`src/rtl/aes_key_sched_ctrl.sv`:
```
// AES-128 key schedule controller: expands one cipher key into 11 round keys, one round
// every two cycles through a single shared 4-byte S-box, and serves registered round-key reads.
module aes_key_sched_ctrl #(
    parameter int unsigned Nk = 4,
    parameter int unsigned Nr = 10
) (
    input  logic                 clk,
    input  logic                 rst,
    input  logic [32*Nk-1:0]     key_in,
    input  logic                 key_valid,
    output logic                 key_ready,
    output logic                 busy,
    output logic                 keys_valid,
    input  logic                 rk_req,
    input  logic [3:0]           rk_idx,
    output logic                 rk_valid,
    output logic [32*Nk-1:0]     rk_out,
    output logic                 rk_err
);

    localparam int unsigned KeyW  = 32 * Nk;
    localparam int unsigned NKeys = Nr + 1;
    localparam int unsigned NWords = 1;

    // Forward AES S-box, entry 0 in the top byte.
    localparam logic [2047:0] SboxTab = {
        128'h637c777bf26b6fc53001672bfed7ab76,
        128'hca82c97dfa5947f0add4a2af9ca472c0,
        128'hb7fd9326363ff7cc34a5e5f171d83115,
        128'h04c723c31896059a071280e2eb27b275,
        128'h09832c1a1b6e5aa0523bd6b329e32f84,
        128'h53d100ed20fcb15b6acbbe394a4c58cf,
        128'hd0efaafb434d338545f9027f503c9fa8,
        128'h51a3408f929d38f5bcb6da2110fff3d2,
        128'hcd0c13ec5f974417c4a77e3d645d1973,
        128'h60814fdc222a908846eeb814de5e0bdb,
        128'he0323a0a4906245cc2d3ac629195e479,
        128'he7c8376d8dd54ea96c56f4ea657aae08,
        128'hba78252e1ca6b4c6e8dd741f4bbd8b8a,
        128'h703eb5664803f60e613557b986c11d9e,
        128'he1f8981169d98e949b1e87e9ce5528df,
        128'h8ca1890dbfe6426841992d0fb054bb16
    };

    typedef enum logic [1:0] {StIdle, StSub, StMix, StDone} state_e;

    function automatic logic [7:0] sbox(input logic [7:0] b);
        return SboxTab[2047 - 8 * int'(b) -: 8];
    endfunction

    function automatic logic [7:0] rcon(input logic [3:0] r);
        logic [7:0] c;
        c = 8'h00;
        case (r)
            4'd1:    c = 8'h01;
            4'd2:    c = 8'h02;
            4'd3:    c = 8'h04;
            4'd4:    c = 8'h08;
            4'd5:    c = 8'h10;
            4'd6:    c = 8'h20;
            4'd7:    c = 8'h40;
            4'd8:    c = 8'h80;
            4'd9:    c = 8'h1b;
            4'd10:   c = 8'h36;
            default: c = 8'h00;
        endcase
        return c;
    endfunction

    state_e            state_q;
    logic [3:0]        round_q;
    logic [KeyW-1:0]   prev_q;      // rk[r-1], kept locally to avoid a wide read mux
    logic              busy_q;
    logic              key_ready_q;
    logic              keys_valid_q;
    logic              rk_valid_q;
    logic              rk_err_q;
    logic [KeyW-1:0]   rk_out_q;
    logic [KeyW-1:0]   rk_mem [NKeys];

    logic [32*NWords-1:0] sub_in;
    logic [32*NWords-1:0] sub_out;
    logic [31:0]          t_word;
    logic [31:0]          w0, w1, w2, w3;
    logic [KeyW-1:0]      next_key;
    logic                 accept;

    assign accept = key_valid && key_ready_q;

    // RotWord of the last word of rk[r-1]; prev_q is static across SUB and MIX, so the
    // S-box input stays stable until MIX samples the result.
    always_comb begin
        sub_in = {prev_q[23:0], prev_q[31:24]};
        for (int i = 0; i < 4 * NWords; i++) begin
            sub_out[8*i +: 8] = sbox(sub_in[8*i +: 8]);
        end
    end

    // Next round key from the S-box result and the previous round key.
    always_comb begin
        t_word   = sub_out ^ {rcon(round_q), 24'h0};
        w0       = prev_q[127:96] ^ t_word;
        w1       = prev_q[95:64]  ^ w0;
        w2       = prev_q[63:32]  ^ w1;
        w3       = prev_q[31:0]   ^ w2;
        next_key = {w0, w1, w2, w3};
    end

    // Expansion FSM with registered status outputs.
    always_ff @(posedge clk) begin
        if (rst) begin
            state_q      <= StIdle;
            round_q      <= 4'd0;
            prev_q       <= '0;
            busy_q       <= 1'b0;
            key_ready_q  <= 1'b1;
            keys_valid_q <= 1'b0;
        end else begin
            case (state_q)
                StIdle, StDone: begin
                    if (key_valid) begin
                        prev_q       <= key_in;
                        round_q      <= 4'd1;
                        keys_valid_q <= 1'b0;
                        busy_q       <= 1'b1;
                        key_ready_q  <= 1'b0;
                        state_q      <= StSub;
                    end
                end
                StSub: begin
                    state_q <= StMix;
                end
                StMix: begin
                    prev_q <= next_key;
                    if (round_q == 4'(Nr)) begin
                        keys_valid_q <= 1'b1;
                        busy_q       <= 1'b0;
                        key_ready_q  <= 1'b1;
                        state_q      <= StDone;
                    end else begin
                        round_q <= round_q + 4'd1;
                        state_q <= StSub;
                    end
                end
                default: begin
                    state_q <= StIdle;
                end
            endcase
        end
    end

    // Round-key storage; not cleared by reset, writes suppressed while reset is asserted.
    always_ff @(posedge clk) begin
        if (!rst) begin
            if (accept) begin
                rk_mem[0] <= key_in;
            end
            if (state_q == StMix) begin
                rk_mem[round_q] <= next_key;
            end
        end
    end

    // Registered read port; uses keys_valid before any same-edge key acceptance.
    always_ff @(posedge clk) begin
        if (rst) begin
            rk_valid_q <= 1'b0;
            rk_err_q   <= 1'b0;
            rk_out_q   <= '0;
        end else if (rk_req) begin
            if (keys_valid_q && (rk_idx <= 4'(Nr))) begin
                rk_valid_q <= 1'b1;
                rk_err_q   <= 1'b0;
                rk_out_q   <= rk_mem[rk_idx];
            end else begin
                rk_valid_q <= 1'b0;
                rk_err_q   <= 1'b1;
            end
        end else begin
            rk_valid_q <= 1'b0;
            rk_err_q   <= 1'b0;
        end
    end

    assign key_ready  = key_ready_q;
    assign busy       = busy_q;
    assign keys_valid = keys_valid_q;
    assign rk_valid   = rk_valid_q;
    assign rk_err     = rk_err_q;
    assign rk_out     = rk_out_q;

endmodule

```
`config.mk`:
```
export PLATFORM = sky130hd
export DESIGN_NAME = aes_key_sched_ctrl
export DESIGN_NICKNAME = d
export VERILOG_FILES = /design/src/rtl/aes_key_sched_ctrl.sv
export SDC_FILE = /design/constraint.sdc
export NUM_CORES = 2
export LEC_CHECK = 0
export ABC_AREA = 1
export ABC_CLOCK_PERIOD_IN_PS = 13400
export CORE_MARGIN = 2
export CORE_UTILIZATION = 46
export CTS_CLUSTER_SIZE = 40
export DETAILED_ROUTE_END_ITERATION = 10
export PLACE_DENSITY = 0.62
export SLEW_MARGIN = 10
export SYNTH_ARGS = -nofsm -noshare
export SYNTH_HDL_FRONTEND = slang
export SYNTH_SLANG_ARGS = --single-unit
```
`constraint.sdc`:
```
create_clock -name clk -period 13.4 [get_ports clk]
set_input_delay 2.68 -clock clk [delete_from_list [all_inputs] [get_ports clk]]
set_output_delay 2.68 -clock clk [all_outputs]
set_load 0.005 [all_outputs]
```
==> impl_results.md <==
* Crit. End Element: register
* Clk pwr share at 0.286
* Synth top area cells: edfxtp_1, nand3_1, nand2_1
* Clock sink count at ~1700
* Largest net degree at the start of global routing at roughly 160
* First-pass GRT wire length at approximately 450000 µm
* Gate power share at 0.295
* Layout cells sized above 1 at 0.06968
* Vias in the first global route at about 62000
* Worst r2r src: prev_q[19]$_SDFFE_PP0P_
* YS warnings at 0
* Design Area, Final at roughly 0.09 mm²
* Final Hold Viols at 0
* CP startpoint kind: primary input
* Die Ht at ~420 µm
* Maximum clock rate at roughly 160 MHz
* Initial DRC count at between 9000 and 10000
* Actual slew at the worst max-slew pin at approximately 1.3 ns
* Post-synth top area share at 0.5255
* Die footprint at approximately 0.18 mm²
* Switch Pwr at ~6.0 mW
* Remaining Overflow, GRT at 0
* Finished Layout Cells at 10955
* Final setup vio count at 0
* Sequential share of power at 0.419
* Fin. max-slew vios at 0
* Total Wirelength at between 300000 and 400000 µm
* Final weighted congestion in routability-driven placement at between 0.9 and 1
* Period minus WS final at a little over 6 ns
* Crit path DAT at about 6.9 ns
* TritonCTS clock tree: yes
* Area leader, netlist: edfxtp_1
* Fin util at 0.5161
* P_int at between 10 and 15 mW
* Leak Pwr at roughly 32 nW
* Synth Register Bits at ~1700
* Multi-input gate area at approximately 0.029 mm²
* Row count at roughly 150
* Met3 GRT Util at 0.08135
* WS Path Type: in -> reg
* Most frequent cells in the layout: nand2_1, edfxtp_1, nand3_1, nor2_1, o21ai_0
* Setup TNS at 0 ns
* Sequential area share after synthesis at 0.5939
* Clock skew at roughly 0.032 ns
* Hold Startpoint: busy$_SDFFE_PP0P_
* Area delta synth->final at 11.50%
* Hold Buf Count CTS at 0
* CTS H-tree depth at 4
* Placed insts at ~11000
* Maximum fanout along the worst path at approximately 120
* Core area at between 0.15 and 0.2 mm²
* CTS resizes at 0
* Clock transition at path regs at about 0.070 ns
* RSZ-0062 raised after global routing: no
* Power per cell area at ~180 mW/mm²
* Post-route ant nets at 0
* IO Pins at 269
* Die width at approximately 420 µm
* Postcts setup bufs at 0
* Syn nets at about 9000
* Worst skew pair latency at 0.82 ns
* Placed cell area at about 0.084 mm²
* Port bufs at 268
* Most common cell after layout, fill and taps aside: nand2_1
* Post-DP HPWL at approximately 210000 µm
* Yosys cell types at 44
* Rel. slew slack at 0.1005
* MaxCap Viol Count at 0
* Final Net Count at between 8000 and 9000
* Via density per instance at between 6 and 7
* Sw frac at 0.3736
* Avg Inst Size Synth at 9.411 µm²
* Max VDD drop at between 150 and 200 µV
* Routed via count at about 68000
* Crit path required time at ~14 ns
* Register area at 0.04780 mm²
* Drt pass-1 iters at 8
* Most crowded layer after global routing: met2
* Residual DRC count at 0
* Synthesized instance count at approximately 8500
* Hold path cells at 1
* R2R depth at 18
* Outcome: complete, no violations
* Maximum buffer depth of the clock tree at 3
* Initial antenna violation count at 20
* Met1 Use GR at 0.4906
* Total Routing Usage GR at 0.3470
* GRT met2 Usage at 0.5005
* Starting Density at 0.4629
* Num CTS Buffers at between 150 and 200
* Synthesized area at a little over 0.08 mm²
* Clock root buffer: clkbuf_16
* Routed length per instance at between 20 and 30 µm
* # fillers at approximately 16000
* Min-delay worst type: reg -> reg
* Critical path origin: rk_idx[1]
* Period utilisation layout at 0.4596
[flip-flops by register name (all words and copies together), names as in the netlist, named ones only]
| signal | cells |
|---|---|
| busy | 1 |
| rk_valid | 1 |
| round_q | 4 |
| state_q | 2 |
| keys_valid | 1 |
| rk_mem | 1408 |
| rk_err | 1 |
| rk_out | 128 |
| prev_q | 128 |
| key_ready | 1 |
[Yosys cell counts]
| cell | count |
|---|---|
| nand3_2 | 28 |
| o21ai_0 | 892 |
| clkbuf_1 | 396 |
| or2_2 | 4 |
| dfxtp_1 | 275 |
| nand4_1 | 17 |
| edfxtp_1 | 1408 |
| o21bai_1 | 2 |
| inv_1 | 330 |
| nor4_1 | 2 |
| a21oi_2 | 6 |
| a31oi_1 | 83 |
| nand3b_1 | 10 |
| inv_4 | 2 |
| o221ai_1 | 58 |
| a311oi_1 | 61 |
| nand2_2 | 130 |
| buf_1 | 60 |
| buf_6 | 19 |
| nor2_2 | 16 |
| o211ai_1 | 197 |
| o21ai_2 | 3 |
| a21oi_1 | 224 |
| xnor2_1 | 1 |
| inv_2 | 27 |
| nor3_1 | 8 |
| buf_4 | 19 |
| a32oi_1 | 1 |
| xor2_1 | 9 |
| nand2_4 | 9 |
| o21ai_1 | 42 |
| nor2_8 | 1 |
| buf_2 | 104 |
| o21a_1 | 1 |
| buf_8 | 5 |
| clkinv_1 | 6 |
| o22ai_1 | 200 |
| ha_1 | 71 |
| nand2_8 | 1 |
| nand3_1 | 1182 |
| nor2_1 | 1085 |
| nand2_1 | 1547 |
| nor2_4 | 5 |
| a211oi_1 | 2 |
[through the flow]
stage          power [mW]  worst slack, ns  hold WS [ns]
5_1_grt             16.59            7.001        0.5008
2_1_floorplan       9.373            1.009        0.4476
4_1_cts             15.93            7.178        0.4751
3_5_place_dp        11.38            6.314        0.4604
3_3_place_gp        11.35            6.334        0.4610
6_report            16.11            7.242        0.4706
[metal layers]
layer	part of all wire	vias up	routed length (µm)
met2	0.43	3914	136900
met4	0.055	12	17620
li1	-	30088	-
met5	0.00022	-	70
met3	0.11	565	36510
met1	0.40	33073	127400
[layout make-up]
cell class | count | share of cell area
Clock inverter | 75 | 0.008759
Tap cell | 2325 | 0.03243
Multi-Input combinational cell | 5898 | 0.3205
Antenna cell | 5 | 0.0001395
Sequential cell | 1683 | 0.5328
Inverter | 365 | 0.01572
Clock buffer | 231 | 0.05022
Timing Repair Buffer | 373 | 0.03939
[path summary, 6_finish.rpt]
kind	slack, ns	endpoint
setup / recovery	7.24	rk_out[67]$_SDFFE_PP0P_
hold / removal	0.47	busy$_SDFFE_PP0P_
setup reg to reg	7.53	rk_mem[0][28]$_DFFE_PP_
hold reg to reg	0.47	busy$_SDFFE_PP0P_
[cells by family after synthesis]
group	share of synthesized area
buffers and inverters	0.05020
adder cells (fa/ha/maj)	0.01104
AO/OA/AOI/OAI	0.1269
XOR/XNOR	0.001089
AND/OR/NAND/NOR	0.2168
flip-flops	0.5939
[worst max-delay path, cell delays in order]
cell	delay [ns]
buf_8	0.25
inv_8	0.59
o21ai_0	0.16
nand2_1	0.09
nand2_1	0.10
nor2_4	0.95
clkinv_2	0.81
buf_4	0.56
a211oi_1	0.44
a21oi_1	0.07
nor2_1	0.11
[power by group through the flow]
stage	clock (mW)	sequential (mW)	combinational, mW
floorplan	0	6.77	2.61
global placement	0	6.84	4.51
detailed placement	0	6.84	4.54
CTS	4.64	6.73	4.55
global route	4.84	6.75	5.00
finish	4.62	6.74	4.75
(Power assumes the default switching activity.)
